<file path="src/rtl/div_seq.sv">
// div_seq: 32-bit multi-cycle restoring divider (DIV/DIVU) for the MIPS execute stage.
//   clk, rst (async, active-high); start/signed_div/opdata1/opdata2 launch a divide,
//   annul cancels it; result = {remainder, quotient} valid while ready; stall_req holds the pipeline.
module div_seq (
  input  logic        clk,
  input  logic        rst,
  input  logic        start,
  input  logic        signed_div,
  input  logic        annul,
  input  logic [31:0] opdata1,
  input  logic [31:0] opdata2,
  output logic [63:0] result,
  output logic        ready,
  output logic        stall_req
);
  typedef enum logic [1:0] {S_IDLE, S_BYZERO, S_ON, S_END} state_t;
  state_t state, state_n;
  logic [4:0]  cnt;
  logic [31:0] rem, quo, dvs, rem_n, quo_n;
  logic        sgn_q, sgn_r;
  logic [32:0] trial;
  // The shifted partial remainder keeps the bit shifted out of rem, so divisors above 2^31 stay exact.
  always_comb begin
    trial = {rem, quo[31]} - {1'b0, dvs};
    rem_n = trial[32] ? {rem[30:0], quo[31]} : trial[31:0];
    quo_n = {quo[30:0], ~trial[32]};
  end
  always_comb begin
    state_n = state;
    case (state)
      S_IDLE:   state_n = !start ? S_IDLE : opdata2 == 32'd0 ? S_BYZERO : S_ON;
      S_BYZERO: state_n = S_END;
      S_ON:     state_n = cnt == 5'd31 ? S_END : S_ON;
      S_END:    state_n = start ? S_END : S_IDLE;
      default:  state_n = S_IDLE;
    endcase
    if (annul) state_n = S_IDLE;
  end
  assign ready     = state == S_END;
  assign stall_req = start & ~ready & ~annul;
  always_ff @(posedge clk or posedge rst) begin
    if (rst) begin
      state  <= S_IDLE;
      result <= '0;
      cnt    <= '0;
      rem    <= '0;
      quo    <= '0;
      dvs    <= '0;
      sgn_q  <= 1'b0;
      sgn_r  <= 1'b0;
    end else begin
      state <= state_n;
      if (annul) begin
        result <= '0;
        cnt    <= '0;
      end else case (state)
        S_IDLE: if (start && opdata2 != 32'd0) begin
          rem   <= '0;
          quo   <= signed_div && opdata1[31] ? -opdata1 : opdata1;
          dvs   <= signed_div && opdata2[31] ? -opdata2 : opdata2;
          sgn_q <= signed_div && (opdata1[31] ^ opdata2[31]);
          sgn_r <= signed_div && opdata1[31];
          cnt   <= '0;
        end
        S_BYZERO: result <= '0;
        S_ON: begin
          rem <= rem_n;
          quo <= quo_n;
          cnt <= cnt + 5'd1;
          if (cnt == 5'd31) result <= {sgn_r ? -rem_n : rem_n, sgn_q ? -quo_n : quo_n};
        end
        default: ;
      endcase
    end
  end
endmodule

</file>
<file path="config.mk">
export PLATFORM = sky130hd
export DESIGN_NAME = div_seq
export DESIGN_NICKNAME = d
export VERILOG_FILES = /design/src/rtl/div_seq.sv
export SDC_FILE = /design/constraint.sdc
export NUM_CORES = 1
export LEC_CHECK = 0
export BUFFER_PORTS_ARGS = -buffer_cell sky130_fd_sc_hd__buf_2
export CORE_ASPECT_RATIO = 0.9
export CORE_MARGIN = 3
export CORE_UTILIZATION = 54
export DETAILED_ROUTE_END_ITERATION = 10
export HOLD_SLACK_MARGIN = 0.06
export PLACE_DENSITY_LB_ADDON = 0.2
export SLEW_MARGIN = 15
export SYNTH_ARGS = -nofsm -noshare
export SYNTH_HDL_FRONTEND = slang
export SYNTH_SLANG_ARGS = --single-unit
</file>
<file path="constraint.sdc">
create_clock -name clk -period 5.6 [get_ports clk]
set_input_delay 1.12 -clock clk [delete_from_list [all_inputs] [get_ports clk]]
set_output_delay 1.12 -clock clk [all_outputs]
set_load 0.005 [all_outputs]
</file>
==> impl_metrics.env <==
export IMPL_run_status="complete, no violations"
export IMPL_synth_compound_area_share_pct=24.1
export IMPL_syn_to_final_growth_pct=11.8
export IMPL_power_leakage_uw=0.00601
export IMPL_worst_r2r_endpoint="result[62]"
export IMPL_setup_tns_final_ns=0
export IMPL_count_of_synthesis_stage_warnings_from_yosys=0
export IMPL_syn_instance_count=1476
export IMPL_wl_per_cell_um=17.5
export IMPL_final_min_period_over_clock_period_pct=88.6
export IMPL_initial_utilization_pct=55.2
export IMPL_worstSkewPairLatency_ns=0.44
export IMPL_critPathMaxStageDelay_ns=0.54
export IMPL_maxSlewViolCount=0
export IMPL_grt_ovfl_total=0
export IMPL_start_point_of_the_worst_min_delay_path="result[7]"
export IMPL_vias_in_the_first_global_route=10080
export IMPL_post_cts_resized_instances=0
export IMPL_floorplan_die_height_um=147
export IMPL_mappedNetlistNets=1584
export IMPL_worstSetupPathType="register to register"
export IMPL_firstDrtPassIters=5
export IMPL_final_cell_area_mm2=0.0134
export IMPL_power_per_cell_area_mw_per_mm2=466
export IMPL_drcViolationCount=0
export IMPL_synth_area_leader_cell="sky130_fd_sc_hd__dfrtp_1"
export IMPL_cp_cell_sequence="inv_1 -> ha_1 -> inv_1 -> fa_1 -> a211oi_2 -> o211ai_2 -> nand3_2 -> a211oi_2 -> nor4_1 -> nor2_4 -> inv_4 -> buf_4 -> nor2_1 -> a21oi_1 -> ha_1 -> nand2_1 -> mux2i_2 -> nand4_1 -> o31ai_2 -> xnor2_1 -> o21ai_1"
export IMPL_synthDominantCellAreaShare_pct=35.2
export IMPL_max_cap_violations=0
export IMPL_dr_first_iter_drc_count=973
export IMPL_dr_wl_met2_um=13700
export IMPL_count_of_flip_flops_with_a_built_in_enable_after_synthesis=0
export IMPL_hold_path_end="result[7]"
export IMPL_clkSlewWorstSetupHoldPaths_ns=0.08
export IMPL_cp_end_kind="register"
export IMPL_dr_max_layer_used="met4"
export IMPL_final_core_util_pct=61.7
export IMPL_timing_max_slew_rel_slack_pct=31.6
export IMPL_fp_dieW_um=163
export IMPL_fin_skew_ns=0.0153
export IMPL_antenna_found_initial=0
export IMPL_synth_adder_area_share_pct=4.13
export IMPL_synth_seq_area_share_pct=35.2
export IMPL_place_gp_congestion=0.936
export IMPL_grt_total_usage_pct=27.1
export IMPL_synth_top_flop_cell="sky130_fd_sc_hd__dfrtp_1"
export IMPL_post_synth_instance_area_mm2=0.0120
export IMPL_synthesis_area_per_instance_um2=8.14
export IMPL_post_synth_and_or_nand_nor_area_fraction_pct=19.1
export IMPL_port_buffer_count=134
export IMPL_unrepaired_setup_endpoints_after_global_routing="false"
export IMPL_post_dp_cell_area_mm2=0.0128
export IMPL_final_antenna_net_count=0
export IMPL_floorplan_die_area_mm2=0.0241
export IMPL_place_ws_ns=0.694
export IMPL_commonest_cells_in_the_synthesized_netlist="sky130_fd_sc_hd__nand2_1, sky130_fd_sc_hd__dfrtp_1, sky130_fd_sc_hd__o21ai_0, sky130_fd_sc_hd__a21oi_1, sky130_fd_sc_hd__nor2_1"
export IMPL_timing_final_crit_period_ns=4.96
export IMPL_synth_top_family_by_area="compound AO/OA/AOI/OAI gates"
export IMPL_synth_area_leaders="sky130_fd_sc_hd__dfrtp_1, sky130_fd_sc_hd__o21ai_0, sky130_fd_sc_hd__nand2_1"
export IMPL_vias=11082
export IMPL_crit_path_start_kind="register"
export IMPL_antenna_diode_instance_count=0
export IMPL_finalNetCount=1667
export IMPL_final_fill_count=1967
export IMPL_placementRows=51
export IMPL_fin_worst_hold_slack_ns=0.475
export IMPL_cts_repair_timing_setup_buffer_count=0
export IMPL_vdd_drop_max_mv=0.294
export IMPL_synth_area_mux_share_pct=2.46
export IMPL_cts_htree_levels=4
export IMPL_met3_length_um=2810
export IMPL_cts_tree="built"
export IMPL_ff2ff_path_depth=21
export IMPL_layout_setup_ws_ns=0.638
export IMPL_synth_seq_cells=169
export IMPL_routed_wl_um=32600
export IMPL_i_o_pin_count=135
export IMPL_cts_root_buf="sky130_fd_sc_hd__clkbuf_16"
export IMPL_synthMostInstantiatedCell="sky130_fd_sc_hd__nand2_1"
export IMPL_crit_arrival_ns=5.26
export IMPL_reg2reg_setup_slack_ns=0.64
export IMPL_cts_hold_repair_buffers=0
export IMPL_clockBufferDepth=2
export IMPL_async_flop_share_pct=100
export IMPL_post_synth_xor_area_fraction_pct=10.2
export IMPL_min_delay_path_depth=2
export IMPL_grt_pass1_wl_um=52900
export IMPL_fp_coreArea_mm2=0.0218
export IMPL_clkSinkCount=169
export IMPL_share_of_final_layout_standard_cells_stronger_than_drive_strength_1_pct=14.2
export IMPL_final_hold_violation_count=0
export IMPL_routed_met1_length_um=15500
export IMPL_rr_startpoint="quo[31]"
export IMPL_slew_at_the_pin_with_the_worst_max_slew_slack_ns=1.02
export IMPL_timing_critical_path_required_ns=5.90
export IMPL_cpMaxStageDelayCell="sky130_fd_sc_hd__nor4_1"
export IMPL_critical_path_peak_fanout=45
export IMPL_netlist_cell_types=90
export IMPL_setup_viol_count_final=0
export IMPL_grt_start_max_net_pins=170
export IMPL_avgViaCountPerCell=5.95
export IMPL_dp_final_hpwl_um=24200
export IMPL_cts_buffer_count=17
export IMPL_min_path_type="register to register"
export IMPL_clock_fmax_mhz=202
-- final cells by class --
| class | count | area [µm²] | share of cell area [%] |
|---|---|---|---|
| clock inverter | 15 | 169 | 1.26 |
| tap | 291 | 364 | 2.71 |
| inverter | 56 | 216 | 1.61 |
| clock buffer | 17 | 425 | 3.17 |
| multi-input combinational | 1170 | 7240 | 53.9 |
| timing repair buffer | 145 | 778 | 5.80 |
| sequential | 169 | 4230 | 31.5 |
-- report_power, final --
| group | internal [µW] | switching (µW) |
|---|---|---|
| Sequential | 1400 | 259 |
| Combinational | 1260 | 2130 |
| Clock | 639 | 569 |
-- worst max-delay path: cells and delay by family, from the launching register on --
| family | cells | cell delay [ns] |
|---|---|---|
| flip-flops | 1 | 0.43 |
| XOR/XNOR | 1 | 0.14 |
| multiplexers | 1 | 0.32 |
| buffers and inverters | 4 | 0.65 |
| adder cells (fa/ha/maj) | 3 | 0.87 |
| AND/OR/NAND/NOR | 6 | 1.21 |
| AO/OA/AOI/OAI | 6 | 1.20 |
-- state kept, by name (all words and copies together), names as in the netlist --
signal,flops
cnt,5
dvs,32
quo,32
rem,32
result,64
sgn_q,1
sgn_r,1
state,2
-- cell families (layout without fill, tap and decap cells) --
group                    Yosys count  in the layout
AND/OR/NAND/NOR                  493            493
AO/OA/AOI/OAI                    469            469
flip-flops                       169            169
XOR/XNOR                         140            140
buffers and inverters            137            233
adder cells (fa/ha/maj)           39             39
multiplexers                      29             29
-- worst max-delay path by stage --
stage,from,to,slack [ns],depth (start not counted)
2_1_floorplan,quo[31],result[30],0.56,23
3_3_place_gp,quo[31],result[30],0.77,19
3_5_place_dp,quo[31],result[62],0.69,21
4_1_cts,quo[31],result[62],0.68,21
5_1_grt,quo[31],result[62],0.14,21
6_report,quo[31],result[62],0.64,21
-- metal layers --
layer / GRT usage, % / vias to the layer above
met5: 0 / -
met2: 38.8 / 437
met1: 41.7 / 5215
met4: 6.93 / 0
met3: 5.74 / 39
li1: - / 5391
-- through the flow --
stage | power, µW | instances
2_1_floorplan | 4150 | 1476
3_3_place_gp | 4910 | 1831
3_5_place_dp | 4960 | 1831
4_1_cts | 6190 | 1863
5_1_grt | 6670 | 1863
6_report | 6260 | 1863
-- layout by cell type (no fill, tap or decap), types with 7 or more instances in the layout --
master                        n
sky130_fd_sc_hd__nor4_1      13
sky130_fd_sc_hd__buf_2      134
sky130_fd_sc_hd__nor2b_1      9
sky130_fd_sc_hd__o31ai_1     29
sky130_fd_sc_hd__nor3_1      32
sky130_fd_sc_hd__or4_1       13
sky130_fd_sc_hd__dfrtp_1    169
sky130_fd_sc_hd__nand3_1     13
sky130_fd_sc_hd__o21ai_0    167
sky130_fd_sc_hd__o21ai_1     27
sky130_fd_sc_hd__buf_4        9
sky130_fd_sc_hd__inv_1       53
sky130_fd_sc_hd__nand2_1    206
sky130_fd_sc_hd__o21a_1       7
sky130_fd_sc_hd__nand2b_1    12
sky130_fd_sc_hd__clkbuf_16   17
sky130_fd_sc_hd__o41ai_1     11
sky130_fd_sc_hd__and3_1       7
sky130_fd_sc_hd__or3_1       16
sky130_fd_sc_hd__xor2_1      68
sky130_fd_sc_hd__xnor2_1     72
sky130_fd_sc_hd__a21o_1       9
sky130_fd_sc_hd__a31oi_1      8
sky130_fd_sc_hd__ha_1        38
sky130_fd_sc_hd__mux2i_1     27
sky130_fd_sc_hd__a21oi_1    128
sky130_fd_sc_hd__o211ai_1     7
sky130_fd_sc_hd__and2_1      13
sky130_fd_sc_hd__nor2_1     118
sky130_fd_sc_hd__a211oi_1     7
No activity file was read; power rests on OpenSTA's default activity.
